[config.mk]
export PLATFORM = sky130hd
export DESIGN_NAME = stack_mem_arbiter
export DESIGN_NICKNAME = d
export VERILOG_FILES = /design/src/rtl/stack_mem_arbiter.sv
export SDC_FILE = /design/constraint.sdc
export NUM_CORES = 1
export LEC_CHECK = 0
export CAP_MARGIN = 5
export CORE_ASPECT_RATIO = 1.25
export CORE_MARGIN = 8
export CORE_UTILIZATION = 25
export CTS_CLUSTER_DIAMETER = 60
export DETAILED_ROUTE_END_ITERATION = 8
export PLACE_DENSITY = 0.62
export SLEW_MARGIN = 40
export SYNTH_ARGS = -nofsm -noshare
export SYNTH_HDL_FRONTEND = slang
export SYNTH_SLANG_ARGS = --single-unit
[constraint.sdc]
create_clock -name clk -period 1.95 [get_ports clk]
set_input_delay 0.585 -clock clk [delete_from_list [all_inputs] [get_ports clk]]
set_output_delay 0.585 -clock clk [all_outputs]
set_load 0.02 [all_outputs]
[src/rtl/stack_mem_arbiter.sv]
// stack_mem_arbiter: two LIFO stacks (A = operand, B = operator) sharing one
// single-port synchronous RAM (1-cycle read latency). Stack A occupies
// addresses 0..DEPTH-1 and stack B occupies DEPTH..2*DEPTH-1. A small FSM
// serialises the RAM accesses, with round-robin arbitration on ties.
module stack_mem_arbiter #(
    parameter int DATA_W = 8,
    parameter int DEPTH  = 8,
    parameter int ADDR_W = 4
) (
    input  logic              clk,
    input  logic              rst,
    // requester A (operand stack)
    input  logic              a_push,
    input  logic              a_pop,
    input  logic [DATA_W-1:0] a_din,
    output logic [DATA_W-1:0] a_dout,
    output logic              a_ack,
    output logic              a_err,
    output logic              a_full,
    output logic              a_empty,
    output logic [ADDR_W-1:0] a_cnt,
    // requester B (operator stack)
    input  logic              b_push,
    input  logic              b_pop,
    input  logic [DATA_W-1:0] b_din,
    output logic [DATA_W-1:0] b_dout,
    output logic              b_ack,
    output logic              b_err,
    output logic              b_full,
    output logic              b_empty,
    output logic [ADDR_W-1:0] b_cnt,
    // shared RAM port
    output logic [ADDR_W-1:0] mem_addr,
    output logic              mem_we,
    output logic [DATA_W-1:0] mem_wdata,
    input  logic [DATA_W-1:0] mem_rdata
);

    typedef enum logic [1:0] {
        IDLE = 2'd0,
        WR   = 2'd1,
        RD   = 2'd2,
        RDW  = 2'd3
    } state_t;

    localparam logic [ADDR_W-1:0] LP_DEPTH = ADDR_W'(DEPTH);

    state_t            r_state;
    state_t            w_state_nxt;
    logic              r_sel;       // requester owning the current access: 0=A, 1=B
    logic              r_last;      // last granted requester: 0=A, 1=B
    logic [ADDR_W-1:0] r_a_cnt;
    logic [ADDR_W-1:0] r_b_cnt;
    logic [DATA_W-1:0] r_a_dout;
    logic [DATA_W-1:0] r_b_dout;
    logic              r_a_err;
    logic              r_b_err;

    logic              w_a_full, w_a_empty, w_b_full, w_b_empty;
    logic              w_a_req, w_b_req;
    logic              w_a_ok, w_b_ok;
    logic              w_a_legal, w_b_legal;
    logic              w_a_bad, w_b_bad;
    logic              w_gnt;
    logic              w_gnt_b;
    logic              w_gnt_push;
    logic [ADDR_W-1:0] w_base;
    logic [ADDR_W-1:0] w_sel_cnt;
    logic [DATA_W-1:0] w_sel_din;

    assign w_a_full  = (r_a_cnt == LP_DEPTH);
    assign w_a_empty = (r_a_cnt == '0);
    assign w_b_full  = (r_b_cnt == LP_DEPTH);
    assign w_b_empty = (r_b_cnt == '0);

    // A requester is ignored during its own err pulse so a held request is
    // not rejected twice; push wins when push and pop are both asserted.
    assign w_a_req   = (a_push | a_pop) & ~r_a_err;
    assign w_b_req   = (b_push | b_pop) & ~r_b_err;
    assign w_a_ok    = a_push ? ~w_a_full : ~w_a_empty;
    assign w_b_ok    = b_push ? ~w_b_full : ~w_b_empty;
    assign w_a_legal = w_a_req & w_a_ok;
    assign w_b_legal = w_b_req & w_b_ok;
    assign w_a_bad   = w_a_req & ~w_a_ok;
    assign w_b_bad   = w_b_req & ~w_b_ok;

    assign w_base    = r_sel ? LP_DEPTH : '0;
    assign w_sel_cnt = r_sel ? r_b_cnt : r_a_cnt;
    assign w_sel_din = r_sel ? b_din : a_din;

    // Next-state logic and arbitration (B wins a tie only if A was granted last)
    always_comb begin
        w_state_nxt = r_state;
        w_gnt       = 1'b0;
        w_gnt_b     = r_sel;
        w_gnt_push  = 1'b0;
        case (r_state)
            IDLE: begin
                if (w_a_legal | w_b_legal) begin
                    w_gnt       = 1'b1;
                    w_gnt_b     = w_b_legal & (~w_a_legal | ~r_last);
                    w_gnt_push  = w_gnt_b ? b_push : a_push;
                    w_state_nxt = w_gnt_push ? WR : RD;
                end
            end
            WR:      w_state_nxt = IDLE;
            RD:      w_state_nxt = RDW;
            RDW:     w_state_nxt = IDLE;
            default: w_state_nxt = IDLE;
        endcase
    end

    // FSM state, grant ownership and round-robin history
    always_ff @(posedge clk or negedge rst) begin
        if (!rst) begin
            r_state <= IDLE;
            r_sel   <= 1'b0;
            r_last  <= 1'b1;
        end else begin
            r_state <= w_state_nxt;
            if (w_gnt) begin
                r_sel  <= w_gnt_b;
                r_last <= w_gnt_b;
            end
        end
    end

    // Stack pointers, popped data and reject pulses
    always_ff @(posedge clk or negedge rst) begin
        if (!rst) begin
            r_a_cnt  <= '0;
            r_b_cnt  <= '0;
            r_a_dout <= '0;
            r_b_dout <= '0;
            r_a_err  <= 1'b0;
            r_b_err  <= 1'b0;
        end else begin
            r_a_err <= (r_state == IDLE) & w_a_bad;
            r_b_err <= (r_state == IDLE) & w_b_bad;
            if (r_state == WR) begin
                if (r_sel) r_b_cnt <= r_b_cnt + 1'b1;
                else       r_a_cnt <= r_a_cnt + 1'b1;
            end
            if (r_state == RD) begin
                if (r_sel) r_b_cnt <= r_b_cnt - 1'b1;
                else       r_a_cnt <= r_a_cnt - 1'b1;
            end
            if (r_state == RDW) begin
                if (r_sel) r_b_dout <= mem_rdata;
                else       r_a_dout <= mem_rdata;
            end
        end
    end

    // RAM port: write in WR, read address (top entry) in RD, quiet otherwise
    always_comb begin
        mem_addr  = '0;
        mem_we    = 1'b0;
        mem_wdata = '0;
        if (r_state == WR) begin
            mem_we    = 1'b1;
            mem_addr  = w_base + w_sel_cnt;
            mem_wdata = w_sel_din;
        end else if (r_state == RD) begin
            mem_addr  = w_base + w_sel_cnt - 1'b1;
        end
    end

    assign a_ack   = ((r_state == WR) || (r_state == RDW)) && !r_sel;
    assign b_ack   = ((r_state == WR) || (r_state == RDW)) &&  r_sel;
    assign a_err   = r_a_err;
    assign b_err   = r_b_err;
    assign a_dout  = r_a_dout;
    assign b_dout  = r_b_dout;
    assign a_cnt   = r_a_cnt;
    assign b_cnt   = r_b_cnt;
    assign a_full  = w_a_full;
    assign a_empty = w_a_empty;
    assign b_full  = w_b_full;
    assign b_empty = w_b_empty;

endmodule

# After elaboration in Yosys (flattened, before gate mapping)
# Cells that the tools add are included.
# classes
eq_ne,6
addsub,6
mul,0
div,0
reduce_logical,10
mux,25
shift,0
n_lt_le_gt_ge,0
bitwise_logic,24
# ops
operator,count
two-way mux 4 bit,12
two-way mux 8 bit,2
"subtractor 4 x 1 -> 4 bit, second input constant",3
NOT 1 bit,11
bitwise AND 1 bit,9
"adder 4 x 1 -> 4 bit, second input constant",2
"equality test 4 bit, second input constant",2
zero test 4 bit,2
two-way mux 1 bit,8
case mux 2 bit (3 select lines),1
adder 4 bit,1
"equality test 2 bit, second input constant",2
two-way mux 2 bit,2
OR 1 bit,4
AND reduction 2 bit,2
"equality test 2 x 1 -> 1 bit, second input constant",1
logical AND 1 bit,2
zero test 2 bit,1
"inequality test 2 bit, second input constant",1
OR reduction 2 bit,1
zero test 1 bit,1
logical OR 1 bit,1
# totals
mem_bits_rw,0
mem_count,0
elab_cells,80
romBits,0
regBits,30
latch_bits,0
in_bits,30
output_inout_bits,45

# Depth between registers and ports, before layout
# depth
depth_word,11
ltp_mapped,7
mapped_depth_nobuf,6

# Worst setup path after synthesis
# Ideal clock, no wire load.
# synth_timing
kind,reg-to-output
start,reg r_state[0]
end,out mem_addr[3]
path_buffers,1
stages_incl_launch_ff,8
setup_slack_ns,-0.348
required_ns,1.365
arrival_ns,1.713
path_cell_list,dfrtp_1 > inv_1 > ha_1 > buf_2 > inv_1 > nor2_1 > nand4_1 > o21ai_0
# synth_via
elab_chain_len,3
elab_cells_between_ends,4
classes_between,eq/ne: 2; mux: 2
# synth_lines
item,line,text
from (decl),48,state_t r_state;
from (signal assigned),120,r_state <= w_state_nxt;
equality test 2 bit,164,end else if (r_state == RD) begin
two-way mux 4 bit,164,
two-way mux 4 bit (*),160,if (r_state == WR) begin
to (decl),33,"output logic [ADDR_W-1:0] mem_addr,"
# Mark *: on every way between the ends. The rest lies on a longest branch, timed or not.

# Final worst setup path
# layout_timing
start,reg r_sel
end,out mem_addr[2]
# layout_via
elab_chain_len,5
# layout_lines
item,line,text
from (decl),50,logic r_sel;
from (signal assigned),122,r_sel <= w_gnt_b;
two-way mux 4 bit (*),88,assign w_sel_cnt = r_sel ? r_b_cnt : r_a_cnt;
adder 4 bit (*),"162, 165",
subtractor 4 x 1 -> 4 bit,165,mem_addr = w_base + w_sel_cnt - 1'b1;
two-way mux 4 bit,164,
two-way mux 4 bit (*),160,
# Marked as above.

==> impl_results.md <==
* Syn Nets at 214
* Synth Flop Type: dfrtp_1
* Overflow after GRT at 0
* Detail Placement HPWL at 4490 um
* TritonCTS clock tree: done
* Max-capacitance violation count at 0
* Worst vdd ir at 0.950 mV
* Vias in the first global route at 1986
* Overall global routing resource usage at 11.1%
* CORE AREA at 0.00723 mm2
* Clk slew on worst S/H paths at 70 ps
* Seq/Total Area, Yosys at 41.2%
* Die area at 0.0103 mm2
* Worst setup SP type: flip-flop
* Syn_area_per_cell at 10.5 um2
* Yosys top cell area share at 39.8%
* Commonest cells after routing, fill and taps aside: 45 x clkdlybuf4s50_1, 45 x buf_4, 27 x dfrtp_1, 21 x buf_6, 16 x mux2_2
* Placed Cells at 374
* Distinct cells, synth at 46
* Row cnt at 35
* Via count at 1859
* Routed WL at 5850 um
* Layout cell share with drive strength beyond 1 at 48.7%
* Die W at 92.4 um
* Antenna diodes at 0
* Antenna violations before repair at 0
* DRT Pass-1 Iters at 5
* Hold path startpoint: a_err
* CTS sink cnt at 30
* Final setup TNS at -1740 ps
* I/O pin total at 75
* Crit-path cells: mux2i_4, ha_4, o21a_1, o21ai_2, buf_6
* Largest net degree at the start of global routing at 31
* Violated checks: setup timing
* Final min period at 2190 ps
* DP Worst Slack at -465 ps
* Hold worst-path end: a_err
* Post-route ant nets at 0
* Cells after synthesis at 174
* Post-synth EDFFs at 0
* First-pass GRT wire length at 9400 um
* HP Class: reg -> reg
* Clock tree buffer depth at 2
* Required time worst endpoint at 1360 ps
* Pwr dens at 1830 mW/mm2
* # hold bufs at CTS at 0
* Vias per cell at 4.69
* CTS H-tree lvls at 2
* Reg2reg setup slack at 60 ps
* CP startpoint: r_sel
* Slew headroom at 73.2%
* Fraction of registers with async set/reset at 100%
* CP Max Fanout at 5
* Worst-skew pair later-pin latency at 280 ps
* DR DRC count at 0
* WL/cell at 14.8 um
* Finish-stage setup viols at 14
* Static leakage at 1.50 nW
* Final GP Congestion at 0.792
* Initial core utilization at 25.2%
* Synthesis warning total at 0
* Hold path cells at 1
* Hold slack at 488 ps
* R2R Path End: r_state[1]
* Fmax at 0.456 GHz
* Status: finished, violations left
* Ranking of synthesized cells by area: dfrtp_1 40%, mux2_2 9.9%, mux2i_1 7.7%
* Slowest cell on the critical path: dfrtp_2
* Synth Register Bits at 30
* Worst path max stage delay at 480 ps
* Non-Filler Instances at 396
* Period Utilization, post-route at 112%
* Pwr Total at 0.00637 W
* Cell taking the most area after synthesis: dfrtp_1
* Worst Reg-to-Reg Cells at 8
* Total CTS buffers at 5
* Final hold vios at 0
* Worst setup margin at -243 ps
* CP Class: reg -> out
* Area growth from synthesis to layout at 90.9%
* Clock Root Buffer: clkbuf_8
* Port Buffers at 74
* Post-Synthesis Cell Area at 0.00182 mm2
* Final Skew at 8.57 ps
* Die Y at 112 um
* Final #Nets at 343
* Tightest Pin Transition at 403 ps
* RSZ-0062 raised after global routing: yes
* Final Max Tran Viols at 0
* 1st-iter DRT viols at 45
* Crit path arrival time at 1610 ps
* Worst setup EP type: output pin
## stage by stage
step	instance area (um2)	utilization, %
floorplan	1870	-
global placement	3000	41.5
detailed placement	3000	41.5
CTS	3200	44.3
global route	3480	48.2
finish	3480	48.2
## metal layers
layer	routed length, um	track usage [%]
met1	2270	11.6
met2	2880	19.3
met3	630	5.25
met4	73	2.69
met5	0	0
## cell families after synthesis
group	share of synthesized area, %
and+or+nand+nor	13.2
DFF	41.2
adders and majority gates	6.86
AOI/OAI and AO/OA	14.3
xor gates and xnor gates	2.88
muxes	17.6
buffers and inverters	3.91
## worst max-delay path: cells and delay by family, from the launching register on
kind	cells	cell delay [ps]
flip-flops	1	480
AO/OA/AOI/OAI	2	310
multiplexers	1	230
adder cells (fa/ha/maj)	1	180
buffers and inverters	1	130
## report_power, final
part / switching (W) / leakage, nW / internal [W]
Clock: 0.000233 / 0.0482 / 0.000284
Combinational: 0.00220 / 1.09 / 0.00250
Sequential: 0.000218 / 0.358 / 0.000936
## worst max-delay path by stage
stage	endpoint	slack [ps]	depth (start not counted)
2_1_floorplan	mem_addr[3]	-70	7
3_3_place_gp	mem_wdata[3]	-450	4
3_5_place_dp	mem_wdata[2]	-470	4
4_1_cts	mem_wdata[2]	-250	5
5_1_grt	mem_addr[2]	-300	5
6_report	mem_addr[2]	-240	5
## final cells by class
type	count	area [um2]
fill	672	3740
timing repair buffer	127	1220
tap	92	115
inverter	12	52.6
sequential	30	754
multi-input combinational	127	1250
clock inverter	1	5.00
clock buffer	7	86.3
## synthesized netlist by cell type, types with 2 or more instances
cell type and instances:
a21oi_1 8, a31oi_1 3, and3_1 2, buf_2 3, dfrtp_1 29, ha_1 10, inv_1 11, mux2_2 16
mux2i_1 14, nand2_1 4, nand2b_1 2, nor2_1 19, nor2b_1 2, nor4_1 2, nor4b_1 2, o21ai_0 8
o22ai_1 4, o32ai_1 2, or4_1 2, xnor2_1 4, xor2_1 2
## registers in the layout (all words and copies together), names as in the netlist, named ones only
| name | cells |
|---|---|
| r_last | 1 |
| r_sel | 1 |
| b_cnt | 3 |
| b_err | 1 |
| a_err | 1 |
| a_dout | 8 |
| a_cnt | 2 |
| r_state | 2 |
| b_dout | 8 |
## repair_timing
item / 4_1_cts / 5_1_grt
gates resized for setup: 120 / 62
pin swaps: 4 / 2
setup endpoints to repair: 29 / 21
buffers inserted: 4 / 10
cloned: 0 / 1
No activity file was read; power rests on OpenSTA's default activity.
